File: src/rtl/spi_master_pkg.sv
// spi_master_pkg: shared types and constants for the SPI write-frame master.
//   state_t     - frame phase (IDLE, CMD, ADDR, DATA)
//   *_BITS      - field widths of the fixed command/address/data frame
//   CLK_DIV     - system clocks per SCLK period
//   last_bit()  - shift_count value at which the given phase ends
package spi_master_pkg;

  typedef enum logic [1:0] {
    IDLE = 2'd0,
    CMD  = 2'd1,
    ADDR = 2'd2,
    DATA = 2'd3
  } state_t;

  localparam int unsigned CMD_BITS  = 8;
  localparam int unsigned ADDR_BITS = 24;
  localparam int unsigned DATA_BITS = 32;
  localparam int unsigned CLK_DIV   = 4;
  localparam int unsigned DIV_W     = $clog2(CLK_DIV);

  function automatic logic [4:0] last_bit(input state_t s);
    case (s)
      CMD:     return 5'(CMD_BITS - 1);
      ADDR:    return 5'(ADDR_BITS - 1);
      default: return 5'(DATA_BITS - 1);
    endcase
  endfunction

endpackage

File: src/rtl/spi_master_if.sv
// spi_master_if: controller-side frame request plus the SPI pins.
//   enable/commands/Address/data_out : frame request from the local controller
//   CS/SCLK/MOSI                     : driven by the master
//   MISO                             : driven by the slave
// Modports: master (the SPI master), slave (controller + SPI slave side).
interface spi_master_if;
  logic        enable;
  logic [7:0]  commands;
  logic [23:0] Address;
  logic [31:0] data_out;
  logic        CS;
  logic        SCLK;
  logic        MOSI;
  logic        MISO;

  modport master (
    input  enable, commands, Address, data_out, MISO,
    output CS, SCLK, MOSI
  );

  modport slave (
    output enable, commands, Address, data_out, MISO,
    input  CS, SCLK, MOSI
  );
endinterface

File: src/rtl/spi_master.sv
// spi_master: mode-0 SPI master sending 8-bit command, 24-bit address and
// 32-bit data MSB-first in one CS-low frame of 256 system clocks.
//   clk  - system clock, rising edge
//   rst  - synchronous active-low reset
//   bus  - spi_master_if.master: frame request in, CS/SCLK/MOSI out, MISO in
// SCLK = clk/4; MOSI changes on SCLK fall, slave samples on SCLK rise.
// MISO is shifted into rx_reg during the DATA phase (internal only).
module spi_master
  import spi_master_pkg::*;
(
  input logic          clk,
  input logic          rst,
  spi_master_if.master bus
);

  state_t             state, state_next;
  logic [DIV_W-1:0]   clk_count;
  logic [31:0]        shift_reg;
  logic [4:0]         shift_count;
  logic               cs_q;
  logic [31:0]        rx_reg;

  logic               bit_end;
  logic               phase_end;

  // A bit slot ends on the last divider tick; a phase ends on its last bit.
  always_comb begin
    bit_end   = (state != IDLE) && (clk_count == DIV_W'(CLK_DIV - 1));
    phase_end = bit_end && (shift_count == last_bit(state));
  end

  // State register
  always_ff @(posedge clk) begin
    if (!rst) state <= IDLE;
    else      state <= state_next;
  end

  // Next-state logic
  always_comb begin
    state_next = state;
    case (state)
      IDLE: if (bus.enable) state_next = CMD;
      CMD:  if (phase_end)  state_next = ADDR;
      ADDR: if (phase_end)  state_next = DATA;
      DATA: if (phase_end)  state_next = IDLE;
      default:              state_next = IDLE;
    endcase
  end

  // Divider, shifter, chip select and receive register
  always_ff @(posedge clk) begin
    if (!rst) begin
      clk_count   <= '0;
      shift_reg   <= '0;
      shift_count <= '0;
      cs_q        <= 1'b1;
      rx_reg      <= '0;
    end else begin
      if (state == IDLE) begin
        clk_count <= '0;
        cs_q      <= 1'b1;
        if (bus.enable) begin
          cs_q        <= 1'b0;
          shift_reg   <= {bus.commands, 24'h0};
          shift_count <= '0;
        end
      end else begin
        clk_count <= clk_count + 1'b1;
        if (phase_end) begin
          // Next field is loaded directly so no idle bit appears between phases.
          shift_count <= '0;
          case (state)
            CMD:     shift_reg <= {bus.Address, 8'h0};
            ADDR:    shift_reg <= bus.data_out;
            default: begin
              shift_reg <= '0;
              cs_q      <= 1'b1;
            end
          endcase
        end else if (bit_end) begin
          shift_reg   <= shift_reg << 1;
          shift_count <= shift_count + 1'b1;
        end
        // Capture on the edge that raises SCLK, i.e. the slave's mid-bit point.
        if (state == DATA && clk_count == DIV_W'(1))
          rx_reg <= {rx_reg[30:0], bus.MISO};
      end
    end
  end

  // Output logic
  always_comb begin
    bus.CS   = cs_q;
    bus.SCLK = (state != IDLE) & clk_count[DIV_W-1];
    bus.MOSI = cs_q ? 1'b0 : shift_reg[31];
  end

endmodule

File: src/flat_wrapper.sv
// flat-port wrapper written by rule: the top's interface ports become plain ports
module spi_master_flat import spi_master_pkg::*;
  (clk, rst, bus_enable, bus_commands, bus_Address, bus_data_out, bus_MISO, bus_CS, bus_SCLK, bus_MOSI);
  spi_master_if bus_i ();
  input logic clk;
  input logic rst;
  input wire logic [$bits(bus_i.enable)-1:0] bus_enable;
  input wire logic [$bits(bus_i.commands)-1:0] bus_commands;
  input wire logic [$bits(bus_i.Address)-1:0] bus_Address;
  input wire logic [$bits(bus_i.data_out)-1:0] bus_data_out;
  input wire logic [$bits(bus_i.MISO)-1:0] bus_MISO;
  output wire logic [$bits(bus_i.CS)-1:0] bus_CS;
  output wire logic [$bits(bus_i.SCLK)-1:0] bus_SCLK;
  output wire logic [$bits(bus_i.MOSI)-1:0] bus_MOSI;
  assign bus_i.enable = bus_enable;
  assign bus_i.commands = bus_commands;
  assign bus_i.Address = bus_Address;
  assign bus_i.data_out = bus_data_out;
  assign bus_i.MISO = bus_MISO;
  assign bus_CS = bus_i.CS;
  assign bus_SCLK = bus_i.SCLK;
  assign bus_MOSI = bus_i.MOSI;
  spi_master u_core (.clk(clk), .rst(rst), .bus(bus_i));
endmodule
File: config.mk
export PLATFORM = sky130hd
export DESIGN_NAME = spi_master_flat
export DESIGN_NICKNAME = d
export VERILOG_FILES = /design/src/rtl/spi_master_pkg.sv /design/src/rtl/spi_master_if.sv /design/src/rtl/spi_master.sv /design/src/flat_wrapper.sv
export SDC_FILE = /design/constraint.sdc
export NUM_CORES = 1
export LEC_CHECK = 0
export CAP_MARGIN = 25
export CORE_AREA = 4 4 101 65
export DETAILED_ROUTE_END_ITERATION = 16
export DIE_AREA = 0 0 105 69
export GPL_TIMING_DRIVEN = 0
export PLACE_DENSITY = 0.85
export SYNTH_ARGS = -nofsm -noshare
export SYNTH_HDL_FRONTEND = slang
export SYNTH_SLANG_ARGS = --single-unit
File: constraint.sdc
create_clock -name clk -period 2.1 [get_ports clk]
set_clock_uncertainty 0.2 [all_clocks]
set_input_delay 0.315 -clock clk [delete_from_list [all_inputs] [get_ports clk]]
set_output_delay 0.315 -clock clk [all_outputs]
set_load 0.02 [all_outputs]
==> summary.txt <==
Outcome
  • Status: finished clean

CTS
  • Clk sinks: 42
  • Clock slew at reported path FFs: 0.08 ns
  • H-tree lvl count: 2
  • TritonCTS clock tree: built
  • Root Driver: clkbuf_8
  • Total CTS buffers: 5
  • Worst-Skew Late Latency: 0.30 ns
  • Max clock buf depth: 2

Global routing
  • Largest net degree at the start of global routing: 14
  • Initial antenna violation count: 0
  • Vias in the first global route: 2438
  • First-pass GRT wire length: 12100 microns
  • Total track usage: 20.4%
  • Total grt overflow: 0

Timing
  • Final Hold Vio Count: 0
  • Fmax: 494 MHz
  • Final setup fails: 0
  • Period minus WS final: 2.02 ns
  • Setup WS post-layout: 0.0764 ns
  • Max-slew headroom: 64.7%
  • Max Slew Vio Count: 0
  • Total negative slack: 0 ns
  • Slew @ Worst Pin: 0.529 ns
  • Final period util: 96.4%
  • Fin Hold WS: 0.230 ns

Layout
  • Nets: 433
  • P&R area growth vs syn: 45.7%
  • Area of the multi-input gates: 1470 sq um
  • Layout cells sized above 1: 12.8%
  • Layout filler cell count: 471
  • Max reg flops: 32
  • Fin util: 61.3%
  • N_diodes: 0
  • Storage cell area: 846 sq um
  • Design area: 3380 sq um
  • Post-Layout Cell Count: 427

Floorplan
  • Core area: 5520 sq um
  • I/O Pins: 71
  • DIE WIDTH: 105 microns
  • Die Y: 69 microns
  • Initial core utilization: 42.1%
  • Die area: 7250 sq um
  • Row count: 21

Synth
  • #FFs+latches synth: 42
  • Syn Inst Count: 277
  • Mapped Avg Cell Area: 8.38 sq um
  • Ys async rst share: 0%
  • Sequential share of the synthesized area: 36.2%
  • Synth cell count leaders: dfxtp_1 (42), nand2_1 (41), o21ai_0 (25)
  • Top_reg_cell synth: dfxtp_1
  • Syn nets: 353
  • Area leader, netlist: dfxtp_1
  • Largest cells by area after synthesis: dfxtp_1 (36%), a22oi_1 (7.4%), nand2_1 (6.6%)
  • Distinct cells, synth: 36
  • Post-synth EDFFs: 0
  • Cell Area, Synth: 2320 sq um
  • Synth warn: 0
  • Synth top area share: 36.2%
  • Top-count cell post-synth: dfxtp_1

Power
  • Pwr Total: 2.99 mW
  • VDD IR max: 0.338 mV
  • Switching Fraction: 38.0%
  • Comb power frac: 47.2%
  • P_sw: 1.13 mW
  • Sequential share of power: 30.9%
  • Clock Power Share: 21.9%
  • Internal Power: 1.85 mW
  • Pleak: 1.31 nW
  • Total power divided by cell area: 883 nW/um^2

Setup path
  • CP Max Fanout: 9
  • CP Class: reg -> reg
  • Crit start category: flip-flop
  • Crit end category: flip-flop
  • Worst Path Required: 2.12 ns
  • CP Data Arrival Time: 2.04 ns

Drt
  • Final wirelength: 7390 microns
  • DRT iter0 DRCs: 243
  • Antenna-violating nets left: 0
  • Via Count: 2504
  • DR DRC count: 0
  • Wire length per cell: 17.3 microns
  • Vias per inst: 5.86
  • DR pass1 iterations: 5

Placement
  • Post-Place Setup Slack: -0.308 ns
  • Cells after DPL: 414
  • PortBufs: 68
  • Post-DP HPWL: 5440 microns
  • Placed cell areas: 3090 sq um
  • GP Congestion: 0.944

Job
  • MaxCap Viol Count: 0

Min path
  • Hold Path Class: reg -> reg
[worst max-delay path, stage by stage (launching register included)]
cell and delay (ns):
dfxtp_4 0.37, buf_4 0.11, ha_2 0.22, xor2_4 0.30, and3_4 0.25, buf_8 0.13
a2bb2oi_4 0.18, mux2i_1 0.19
[cells in the final DEF, fill, tap and decap left out, types with 2 or more instances in the layout]
cell type / count
a22o_1: 4
nand4_1: 6
xor2_4: 2
clkbuf_2: 8
nand2_1: 41
xor2_1: 3
and3_1: 11
dfxtp_1: 40
o21ai_1: 4
o21a_1: 11
mux2i_1: 8
nor2b_1: 5
a32oi_1: 8
clkbuf_8: 5
o2bb2ai_1: 5
clkbuf_4: 2
nand3_1: 7
clkbuf_1: 9
buf_8: 2
clkdlybuf4s50_1: 67
a22oi_1: 23
o21ai_0: 21
buf_4: 8
nor2_1: 5
o211ai_1: 4
a31oi_1: 3
a21o_1: 7
inv_2: 2
a21oi_1: 7
ha_1: 6
[cells by family after synthesis]
family                     synth area share (%)
AOI/OAI and AO/OA                          30.3
xor gates and xnor gates                   1.89
and+or+nand+nor                            18.5
buffers and inverters                      4.85
adders and majority gates                  4.31
DFF                                        36.2
muxes                                      3.93
[layout make-up]
type	instances	share of cell area [%]
multi-input cells	208	43.4
flip-flops and latches	42	25.0
repair buffers	74	21.3
plain buffers	23	4.18
well taps	69	2.55
clock buffers	6	2.14
clock inverters	2	1.11
inverters	3	0.333
[per-layer routing]
layer  up-vias  global-route usage, %  wire [microns]
met5         -                      0               0
met4         0                   5.68             104
met3        18                   5.97             782
met2       138                   30.6            3210
met1      1161                   28.4            3290
li1       1187                      -               -
[power groups by stage]
stage / registers [mW] / logic, mW / clock network, mW
after floorplan: 0.938 / 0.746 / 0
after global placement: 0.936 / 1.11 / 0
after detailed placement: 0.939 / 1.15 / 0
after CTS: 0.922 / 1.31 / 0.658
after global routing: 0.932 / 1.54 / 0.688
final: 0.923 / 1.41 / 0.653
[timing repair]
action,CTS,global route
buffers inserted,6,0
hold buffers,0,0
resized for setup,32,22
endpoints found under the hold margin,0,0
pin swaps,1,1
endpoints found under the setup margin,41,39
[final timing paths]
path | from | end | slack [ns] | depth (start not counted)
min reg2reg | u_core.clk_count[0]$_SDFF_PP0_ | u_core.clk_count[0]$_SDFF_PP0_ | 0.23 | 1
max reg2reg | u_core.state[0]$_SDFFE_PN0P_ | u_core.state[1]$_SDFFE_PN0P_ | 0.08 | 7
min | u_core.clk_count[0]$_SDFF_PP0_ | u_core.clk_count[0]$_SDFF_PP0_ | 0.23 | 1
max | u_core.state[0]$_SDFFE_PN0P_ | u_core.state[1]$_SDFFE_PN0P_ | 0.08 | 7
Power figures use the tool's default switching activity.
